$ cat src/rtl/multicycle_control_fsm.sv
// Main multicycle RV32I controller: Moore sequencer plus ALU decoder for the shared datapath.
// Optional memory handshake enabled with `define MULTICYCLE_MEM_READY_EN (adds mem_ready input).
module multicycle_control_fsm #(
  parameter bit ILLEGAL_TRAP = 1'b0
) (
  input  logic       clk,
  input  logic       rst_n,
`ifdef MULTICYCLE_MEM_READY_EN
  input  logic       mem_ready,
`endif
  input  logic [6:0] op,
  input  logic [2:0] funct3,
  input  logic       funct7b5,
  input  logic       zero,
  output logic       pc_write,
  output logic       adr_src,
  output logic       mem_write,
  output logic       ir_write,
  output logic [1:0] result_src,
  output logic [1:0] alu_src_a,
  output logic [1:0] alu_src_b,
  output logic       reg_write,
  output logic [2:0] alu_control,
  output logic       instr_done,
  output logic       illegal_op,
  output logic [3:0] state
);

  localparam logic [6:0] OpLoad  = 7'b0000011;
  localparam logic [6:0] OpStore = 7'b0100011;
  localparam logic [6:0] OpRtype = 7'b0110011;
  localparam logic [6:0] OpItype = 7'b0010011;
  localparam logic [6:0] OpJal   = 7'b1101111;
  localparam logic [6:0] OpBeq   = 7'b1100011;

  typedef enum logic [3:0] {
    StFetch    = 4'd0,
    StDecode   = 4'd1,
    StMemAdr   = 4'd2,
    StMemRead  = 4'd3,
    StMemWb    = 4'd4,
    StMemWrite = 4'd5,
    StExecR    = 4'd6,
    StAluWb    = 4'd7,
    StExecI    = 4'd8,
    StJal      = 4'd9,
    StBeq      = 4'd10,
    StHalt     = 4'd11
  } state_e;

  state_e     state_q, state_d;
  state_e     dec_state;
  logic       mem_rdy;
  logic [1:0] alu_op;
  logic       pc_update;
  logic       branch;
  logic       ir_en;
  logic       mem_en;
  logic       reg_en;
  logic       done;
  logic       illegal;

`ifdef MULTICYCLE_MEM_READY_EN
  assign mem_rdy = mem_ready;
`else
  assign mem_rdy = 1'b1;
`endif

  always_ff @(posedge clk) begin
    if (!rst_n) begin
      state_q <= StFetch;
    end else begin
      state_q <= state_d;
    end
  end

  always_comb begin
    state_d = state_q;
    unique case (state_q)
      StFetch:   if (mem_rdy) state_d = StDecode;
      StDecode: begin
        case (op)
          OpLoad, OpStore: state_d = StMemAdr;
          OpRtype:         state_d = StExecR;
          OpItype:         state_d = StExecI;
          OpJal:           state_d = StJal;
          OpBeq:           state_d = StBeq;
          default:         state_d = ILLEGAL_TRAP ? StHalt : StFetch;
        endcase
      end
      StMemAdr:   state_d = (op == OpLoad) ? StMemRead : StMemWrite;
      StMemRead:  if (mem_rdy) state_d = StMemWb;
      StMemWrite: if (mem_rdy) state_d = StFetch;
      StExecR, StExecI, StJal: state_d = StAluWb;
      StMemWb, StAluWb, StBeq: state_d = StFetch;
      StHalt:     state_d = StHalt;
      default:    state_d = StFetch;
    endcase
  end

  // While in reset the mux selects show the FETCH decode regardless of the held state.
  assign dec_state = rst_n ? state_q : StFetch;

  always_comb begin
    adr_src    = 1'b0;
    result_src = 2'b00;
    alu_src_a  = 2'b00;
    alu_src_b  = 2'b00;
    alu_op     = 2'b00;
    pc_update  = 1'b0;
    branch     = 1'b0;
    ir_en      = 1'b0;
    mem_en     = 1'b0;
    reg_en     = 1'b0;
    done       = 1'b0;
    illegal    = 1'b0;
    case (dec_state)
      StFetch: begin
        ir_en      = mem_rdy;
        pc_update  = mem_rdy;
        alu_src_b  = 2'b10;
        result_src = 2'b10;
      end
      StDecode: begin
        alu_src_a = 2'b01;
        alu_src_b = 2'b01;
        case (op)
          OpLoad, OpStore, OpRtype, OpItype, OpJal, OpBeq: illegal = 1'b0;
          default:                                         illegal = 1'b1;
        endcase
      end
      StMemAdr: begin
        alu_src_a = 2'b10;
        alu_src_b = 2'b01;
      end
      StMemRead: adr_src = 1'b1;
      StMemWb: begin
        result_src = 2'b01;
        reg_en     = 1'b1;
        done       = 1'b1;
      end
      StMemWrite: begin
        adr_src = 1'b1;
        mem_en  = mem_rdy;
        done    = mem_rdy;
      end
      StExecR: begin
        alu_src_a = 2'b10;
        alu_op    = 2'b10;
      end
      StExecI: begin
        alu_src_a = 2'b10;
        alu_src_b = 2'b01;
        alu_op    = 2'b10;
      end
      StJal: begin
        alu_src_a = 2'b01;
        alu_src_b = 2'b10;
        pc_update = 1'b1;
      end
      StAluWb: begin
        reg_en = 1'b1;
        done   = 1'b1;
      end
      StBeq: begin
        alu_src_a = 2'b10;
        alu_op    = 2'b01;
        branch    = 1'b1;
        done      = 1'b1;
      end
      default: ;
    endcase
  end

  always_comb begin
    pc_write   = rst_n & (pc_update | (branch & zero));
    ir_write   = rst_n & ir_en;
    mem_write  = rst_n & mem_en;
    reg_write  = rst_n & reg_en;
    instr_done = rst_n & done;
    illegal_op = rst_n & illegal;
  end

  always_comb begin
    alu_control = 3'b000;
    case (alu_op)
      2'b01: alu_control = 3'b001;
      2'b10: begin
        case (funct3)
          3'b000:  alu_control = (op[5] & funct7b5) ? 3'b001 : 3'b000;
          3'b010:  alu_control = 3'b101;
          3'b110:  alu_control = 3'b011;
          3'b111:  alu_control = 3'b010;
          default: alu_control = 3'b000;
        endcase
      end
      default: alu_control = 3'b000;
    endcase
  end

  assign state = state_q;

endmodule
$ cat config.mk
export PLATFORM = sky130hd
export DESIGN_NAME = multicycle_control_fsm
export DESIGN_NICKNAME = d
export VERILOG_FILES = /design/src/rtl/multicycle_control_fsm.sv
export SDC_FILE = /design/constraint.sdc
export NUM_CORES = 1
export LEC_CHECK = 0
export ABC_AREA = 1
export ABC_CLOCK_PERIOD_IN_PS = 5400
export BUFFER_PORTS_ARGS = -buffer_cell sky130_fd_sc_hd__buf_2
export CORE_AREA = 2 2 40 42
export CTS_BUF_LIST = sky130_fd_sc_hd__clkbuf_16
export CTS_CLUSTER_DIAMETER = 60
export DETAILED_ROUTE_END_ITERATION = 12
export DIE_AREA = 0 0 42 44
export PLACE_DENSITY = 0.79
export SYNTH_ARGS = -nofsm -noshare
export SYNTH_HDL_FRONTEND = slang
export SYNTH_SLANG_ARGS = --single-unit
export TNS_END_PERCENT = 30
$ cat constraint.sdc
create_clock -name clk -period 5.4 [get_ports clk]
set_input_delay 1.08 -clock clk [delete_from_list [all_inputs] [get_ports clk]]
set_output_delay 1.08 -clock clk [all_outputs]
set_load 0.01 [all_outputs]
# Word level (Yosys, flattened, before mapping)
# Cells that the tools add are included.
dict set report word_totals {
  regBits 4
}
dict set report op_classes {
  n_eq_ne 28
  muxes 20
  bitwise_logic 9
  n_reduce_logical 14
}
# cell count
set op_table {}
lappend op_table {{$eq A4 B4 Y1 const B} 6}
lappend op_table {{$pmux W4 S6} 1}
lappend op_table {{$eq A4 B3 Y1 const B} 5}
lappend op_table {{$pmux W4 S5} 1}
lappend op_table {{$eq A4 B2 Y1 const B} 4}
lappend op_table {{$pmux W2 S2} 4}
lappend op_table {{$eq A7 B6 Y1 const B} 2}
lappend op_table {{$eq A7 B7 Y1 const B} 2}
lappend op_table {{$pmux W3 S4} 1}
lappend op_table {{$reduce_or A2 Y1} 6}
lappend op_table {{$mux W1} 10}
lappend op_table {{$and A1 B1 Y1} 8}
lappend op_table {{$eq A4 B1 Y1 const B} 2}
lappend op_table {{$logic_not A4 Y1} 2}
lappend op_table {{$reduce_or A4 Y1} 2}
lappend op_table {{$eq A7 B2 Y1 const B} 1}
lappend op_table {{$eq A7 B5 Y1 const B} 1}
lappend op_table {{$eq A3 B3 Y1 const B} 2}
lappend op_table {{$pmux W3 S2} 1}
lappend op_table {{$reduce_or A3 Y1} 2}
lappend op_table {{$reduce_or A6 Y1} 1}
lappend op_table {{$mux W4} 1}
lappend op_table {{$eq A3 B2 Y1 const B} 1}
lappend op_table {{$logic_not A3 Y1} 1}
lappend op_table {{4 further kinds} 4}

# Logic depth before layout (Yosys ltp)
# Gate-level depths: netlist of run 1.
dict set report depth {
  ltp_word 6
  depth_mapped 12
}

# Least setup slack after synthesis of run 1
# Ideal clock, no wire load.
dict set report synth_timing {
  path_type {input to output}
  start {in rst_n}
  end {out alu_control[0]}
  t_arrival_ps 2310
  t_required_ps 4320
  setup_slack_ps 2010
  path_stages 9
  n_path_buf 1
  path_cell_list {buf_4 -> inv_2 -> nor2_1 -> nor2_1 -> inv_1 -> ha_1 -> inv_1 -> nand4_1 -> o31ai_1}
}
dict set report synth_between {
  elab_chain_cells 6
}
# element line_no
set synth_rtl {}
lappend synth_rtl {{start, declared} 7} ;# input logic rst_n,
lappend synth_rtl {{$mux W4 (*)} 102} ;# assign dec_state = rst_n ? state_q : StFetch;
lappend synth_rtl {{$eq A4 B4 Y1 / $eq A4 B3 Y1 (equally long branches)} 117} ;# case (dec_state)
lappend synth_rtl {{$reduce_or A2 Y1 (no source line)} --}
lappend synth_rtl {{$pmux W2 S2 (*)} 117}
lappend synth_rtl {{$eq A2 B2 Y1 / $eq A2 B1 Y1 (equally long branches)} 186} ;# case (alu_op)
lappend synth_rtl {{$pmux W3 S2 (*)} 186}
lappend synth_rtl {{end, declared} 23} ;# output logic [2:0] alu_control,
# Every way passes the cells marked *; elsewhere a longest branch is shown, timed or not.

# Worst setup path after layout of run 1
# Ends and elaborated chain as after synthesis.

==> metrics.md, run 1 <==
| Metric | Value |
|---|---|
| Die footprint | `0.00185 sq mm` |
| Syn Area/Cell | `5.25 sq um` |
| Overall global routing resource usage | `0.180` |
| R2r setup slk | `4.22 ns` |
| Layout cells sized above 1 | `0.338` |
| Total Nets Final | `169` |
| CTS Sinks | `4` |
| VDD IR max | `0.000121 V` |
| Post-synthesis compound-gate area fraction | `0.0760` |
| CTS resizes | `0` |
| Hold_buf cts | `0` |
| Largest family of logic cells by synthesized area | `simple AND/OR/NAND/NOR gates` |
| Initial core utilization | `0.429` |
| Placeable core area | `0.00142 sq mm` |
| TritonRoute pass-1 iters | `4` |
| Antenna viol nets, final | `0` |
| Hold path depth | `4` |
| Pre-CTS WS | `1.82 ns` |
| Largest register FFs | `4` |
| Period utilization | `0.665` |
| Power per Cell Area | `204 mW/mm^2` |
| Remaining DRCs | `0` |
| PortBufs | `33` |
| Worst-path cell chain | `buf_2 > inv_2 > nor2_1 > nor2_1 > inv_1 > ha_1 > inv_1 > nand3_1 > nor2_1 > a21oi_1 > o31ai_1 > buf_2` |
| Worst EP arrival | `2.51 ns` |
| Clock buffer count from CTS | `3` |
| Synth Register Bits | `4` |
| H-Tree Depth | `1` |
| Starting DRT DRC Count | `13` |
| WP data required | `4.32 ns` |
| Dpl hpwl | `1.35 mm` |
| Max Buffers Root-to-Sink | `2` |
| Slowest CP cell | `ha_1` |
| Die height | `44 um` |
| Fin crit period | `3.59 ns` |
| First-pass GRT wire length | `2.66 mm` |
| Placer Congestion | `0.822` |
| Worst-Margin Slew | `0.288 ns` |
| Slew HR | `0.808` |
| Pin count of the biggest net entering global routing | `11` |
| Adder-cell area share of the yosys netlist | `0.0411` |
| Final Power | `0.176 mW` |
| Hold crit path type | `reg -> reg` |
| Root buf cell | `clkbuf_16` |
| Grt ovf | `0` |
| WL final | `1.62 mm` |
| Post-synthesis mux area share | `0` |
| Fin worst setup slack | `1.81 ns` |
| Post-synthesis xor/xnor area fraction | `0` |
| Primary FF master, synth | `dfxtp_1` |
| CTS tree | `yes` |
| WHS Endpoint | `state[3]` |
| # IOs | `34` |
| Total negative slack | `0 ns` |
| Post-CTS Setup Bufs | `0` |
| Fmax | `0.279 GHz` |
| CP max FO | `10` |
| Hold Startpoint | `state[3]` |
| Fin Hold WS | `0.705 ns` |
| R2R Path Start | `state[1]` |
| Mapped Area | `609 sq um` |
| Post-synth ARST share | `0` |
| Vias in the first global route | `727` |
| Worst-Skew Late Latency | `0.22 ns` |
| Hold Fails Final Rpt | `0` |
| RSZ-0062 raised after global routing | `no` |
| R2r worst-path depth | `8` |
| Setup-failing EPs final | `0` |
| Antenna violations before repair | `0` |
| Simple-gate area share of the yosys netlist | `0.598` |
| Clock Skews | `0.00241 ns` |
| Drt via density | `4.86` |
| Maximum capacitance violations | `0` |
| Startpoint Class | `input port` |
| Most common cell on crit path | `nor2_1` |
| WS Path Type | `in -> out` |
| Outcome | `complete, no violations` |
| Clk slew on worst S/H paths | `0.03 ns` |
| Slew Viols, Final | `0` |
| Diode count | `0` |
| EDFF count, synth | `0` |
| # rows | `14` |
| Reg-to-Reg End | `state[2]` |
| Worst setup EP type | `primary output` |
| Post-Syn Instances | `116` |
| Synthesis warning total | `0` |
| Leakage dissipation | `0.555 nW` |
| Netlist cell types | `20` |
| Die span in x | `42 um` |
| Area Overhead vs Synth | `41.5%` |
| Per-cell routed wire length | `9.69 um` |
| Via count | `811` |
| CP max stage delay | `0.26 ns` |
| Syn_nets | `132` |
| Seq/Total Area, Yosys | `0.131` |
[power breakdown]
group | switching, mW | internal [mW]
logic | 0.0175 | 0.0116
registers | 0.00179 | 0.0306
clock network | 0.0196 | 0.0945
[final cells by class]
type	count	area [sq um]
fill	143	557
clock buffer	3	75.1
multi-input combinational	88	435
timing repair buffer	33	165
sequential	4	80.1
inverter	23	86.3
tap	16	20.0
[critical path: cells and delay by family]
kind / cells / cell delay, ns
fa+ha+maj: 1 / 0.26
simple gates: 4 / 0.43
buf+inv: 5 / 0.62
compound gates: 2 / 0.12
[cells in the final DEF (no fill, tap or decap), drive strengths merged, types with 3 or more instances in the layout]
cell type,netlist,final
nor2,26,26
inv,23,23
a21oi,6,6
nor3,4,4
dfxtp,4,4
nand3,11,11
nand2,33,33
clkbuf,0,3
buf,1,33
[Yosys cell counts, types with 2 or more instances]
| library cell | n | area, sq um |
|---|---|---|
| nor4_1 | 2 | 12.5 |
| inv_1 | 19 | 71.3 |
| nand2_1 | 32 | 120 |
| nor2_4 | 2 | 22.5 |
| ha_1 | 2 | 25.0 |
| a21oi_1 | 5 | 25.0 |
| nor2_2 | 4 | 25.0 |
| nand4_1 | 2 | 12.5 |
| inv_2 | 4 | 15.0 |
| nor2_1 | 20 | 75.1 |
| dfxtp_1 | 4 | 80.1 |
| nand3_2 | 2 | 20.0 |
| nand3_1 | 9 | 45.0 |
| nor3_1 | 3 | 15.0 |
[per-layer routing]
layer,track usage,wire length (um),vias up
li1,-,-,431
met1,0.203,772,355
met2,0.347,783,25
met3,0.0250,63,0
met4,0.0581,0,0
met5,0,0,-
[cells by family (layout without fill, tap and decap cells)]
family / after synthesis / in the layout
adder cells (fa/ha/maj): 2 / 2
AO/OA/AOI/OAI: 8 / 8
flip-flops: 4 / 4
buffers and inverters: 24 / 59
AND/OR/NAND/NOR: 78 / 78
[worst max path at each step]
stage,slack (ns),start,endpoint,depth (start not counted)
after global placement,1.90,rst_n,alu_control[0],12
after floorplan,2.01,rst_n,alu_control[0],9
after detailed placement,1.82,rst_n,alu_control[0],12
after global routing,1.65,rst_n,alu_control[0],12
final,1.81,rst_n,alu_control[0],12
after CTS,1.81,rst_n,alu_control[0],12
[stage by stage]
| stage | cells | utilization | area [sq um] |
|---|---|---|---|
| after floorplan | 116 | - | 609 |
| after global placement | 164 | 0.555 | 787 |
| after detailed placement | 164 | 0.555 | 787 |
| after CTS | 167 | 0.608 | 862 |
| after global routing | 167 | 0.608 | 862 |
| final | 167 | 0.608 | 862 |
Note: power is estimated with default switching activity, not from simulation.
==> inputs of run 2 (changes only) <==
--- a/config.mk
+++ b/config.mk
@@ -6,14 +6,14 @@
 export NUM_CORES = 1
 export LEC_CHECK = 0
 export ABC_AREA = 1
-export ABC_CLOCK_PERIOD_IN_PS = 5400
+export ABC_CLOCK_PERIOD_IN_PS = 3100
 export BUFFER_PORTS_ARGS = -buffer_cell sky130_fd_sc_hd__buf_2
-export CORE_AREA = 2 2 40 42
+export CORE_AREA = 2 2 43 45
 export CTS_BUF_LIST = sky130_fd_sc_hd__clkbuf_16
 export CTS_CLUSTER_DIAMETER = 60
 export DETAILED_ROUTE_END_ITERATION = 12
-export DIE_AREA = 0 0 42 44
-export PLACE_DENSITY = 0.79
+export DIE_AREA = 0 0 45 47
+export PLACE_DENSITY = 0.72
 export SYNTH_ARGS = -nofsm -noshare
 export SYNTH_HDL_FRONTEND = slang
 export SYNTH_SLANG_ARGS = --single-unit
==> constraint.sdc (replaced) <==
create_clock -name clk -period 3.1 [get_ports clk]
set_input_delay 0.62 -clock clk [delete_from_list [all_inputs] [get_ports clk]]
set_output_delay 0.62 -clock clk [all_outputs]
set_load 0.01 [all_outputs]
==> run 2 against run 1 <==
Clock skew about the same. Via count down 1.2%. Worst hold slack worse by 0.0056 ns. Die area up 14%. Combinational power up 73%. Setup slack worse by 1.4 ns. Flip-flop and latch count unchanged. Wire length down 7.0%. Sequential share of layout area about the same.
==> metrics.md, run 2 (synthesis gave the netlist of run 1 again) <==
| Metric | Value |
|---|---|
| Startpoint Class | `register` |
| Grt ovf | `0` |
| Fin crit period | `2.71 ns` |
| Power per Cell Area | `349 mW/mm^2` |
| H-Tree Depth | `1` |
| CTS resizes | `0` |
| Dpl hpwl | `1.33 mm` |
| Diode count | `0` |
| Setup-failing EPs final | `0` |
| Clock Skews | `0.00198 ns` |
| Period utilization | `0.873` |
| Die footprint | `0.00212 sq mm` |
| Outcome | `complete, no violations` |
| Worst EP arrival | `2.09 ns` |
| Worst setup EP type | `primary output` |
| Slew HR | `0.807` |
| # rows | `15` |
| Hold crit path type | `reg -> reg` |
| Commonest non-fill, non-tap cell in the layout | `buf_2` |
| Remaining DRCs | `0` |
| Placer Congestion | `0.838` |
| WP data required | `2.48 ns` |
| Vias in the first global route | `635` |
| Maximum capacitance violations | `0` |
| Die height | `47 um` |
| Total negative slack | `0 ns` |
| Clock buffer count from CTS | `3` |
| Fin Hold WS | `0.700 ns` |
| WL final | `1.51 mm` |
| WS Path Type | `reg -> out` |
| Via count | `801` |
| First-pass GRT wire length | `2.50 mm` |
| Final Power | `0.302 mW` |
| # IOs | `34` |
| Die span in x | `45 um` |
| Overall global routing resource usage | `0.158` |
| CP max FO | `6` |
| Hold Fails Final Rpt | `0` |
| Post-CTS Setup Bufs | `0` |
| Initial core utilization | `0.369` |
| RSZ-0062 raised after global routing | `no` |
| Per-cell routed wire length | `8.96 um` |
| Clk slew on worst S/H paths | `0.03 ns` |
| Pin count of the biggest net entering global routing | `11` |
| Layout cells sized above 1 | `0.338` |
| R2r worst-path depth | `8` |
| Starting DRT DRC Count | `11` |
| PortBufs | `33` |
| Leakage dissipation | `0.555 nW` |
| CTS tree | `yes` |
| Antenna viol nets, final | `0` |
| Worst-Skew Late Latency | `0.22 ns` |
| Worst-Margin Slew | `0.289 ns` |
| Root buf cell | `clkbuf_16` |
| TritonRoute pass-1 iters | `4` |
| Drt via density | `4.77` |
| CTS Sinks | `4` |
| Core Util, Final | `0.523` |
| Largest register FFs | `4` |
| Max Buffers Root-to-Sink | `2` |
| VDD IR max | `0.000392 V` |
| Placeable core area | `0.00165 sq mm` |
| Fmax | `0.369 GHz` |
| Slew Viols, Final | `0` |
| Antenna violations before repair | `0` |
| Hold_buf cts | `0` |
| Area Overhead vs Synth | `41.7%` |
| Commonest cells after routing, fill and taps aside | `buf_2, nand2_1, nor2_1` |
| Hold path depth | `4` |
| Total Nets Final | `169` |
[run 2: cell counts in the layout (fill, tap and decap cells not counted)]
No cell type changed its count.
[run 2: metrics by stage]
stage / setup WS [ns] / cell area (sq um) / cells
2_1_floorplan: 0.630 / 609 / 116
3_3_place_gp: 0.508 / 788 / 165
3_5_place_dp: 0.418 / 788 / 165
4_1_cts: 0.385 / 863 / 168
5_1_grt: 0.130 / 863 / 168
6_report: 0.393 / 863 / 168
[run 2: worst paths after layout]
path / startpoint / end / slack [ns]
setup / recovery: state[1] / alu_control[0] / 0.39
hold / removal: state[3] / state[3] / 0.70
setup reg to reg: state[1] / state[2] / 1.96
hold reg to reg: state[3] / state[3] / 0.70
[run 2: cell type report]
cell class / instances / area (sq um)
clock buffers: 3 / 75.1
flip-flops and latches: 4 / 80.1
multi-input cells: 88 / 435
well taps: 17 / 21.3
repair buffers: 33 / 165
inverters: 23 / 86.3
fillers: 198 / 788
[run 2: power by group]
group	internal [mW]	switching, mW	leakage, nW	total, mW
Sequential	0.0533	0.00309	0.0326	0.0564
Clock	0.164	0.0307	0.0370	0.195
Combinational	0.0202	0.0300	0.486	0.0502
[run 2: routing by layer]
layer / track usage / up-vias / part of all wire
li1: - / 432 / -
met1: 0.199 / 350 / 0.44
met2: 0.274 / 19 / 0.51
met3: 0.0462 / 0 / 0.045
met4: 0.0176 / 0 / 0
met5: 0 / - / 0
[run 2: worst max-delay path, stage by stage (launching register included)]
cell and delay [ns]:
dfxtp_1 0.42, inv_2 0.09, nor2_2 0.15, nand3_2 0.12, nor2_1 0.15, nor2_1 0.08
inv_1 0.06, ha_1 0.21, inv_1 0.08, nand3_1 0.11, nor2_1 0.11, a21oi_1 0.04
o31ai_1 0.07, buf_2 0.18
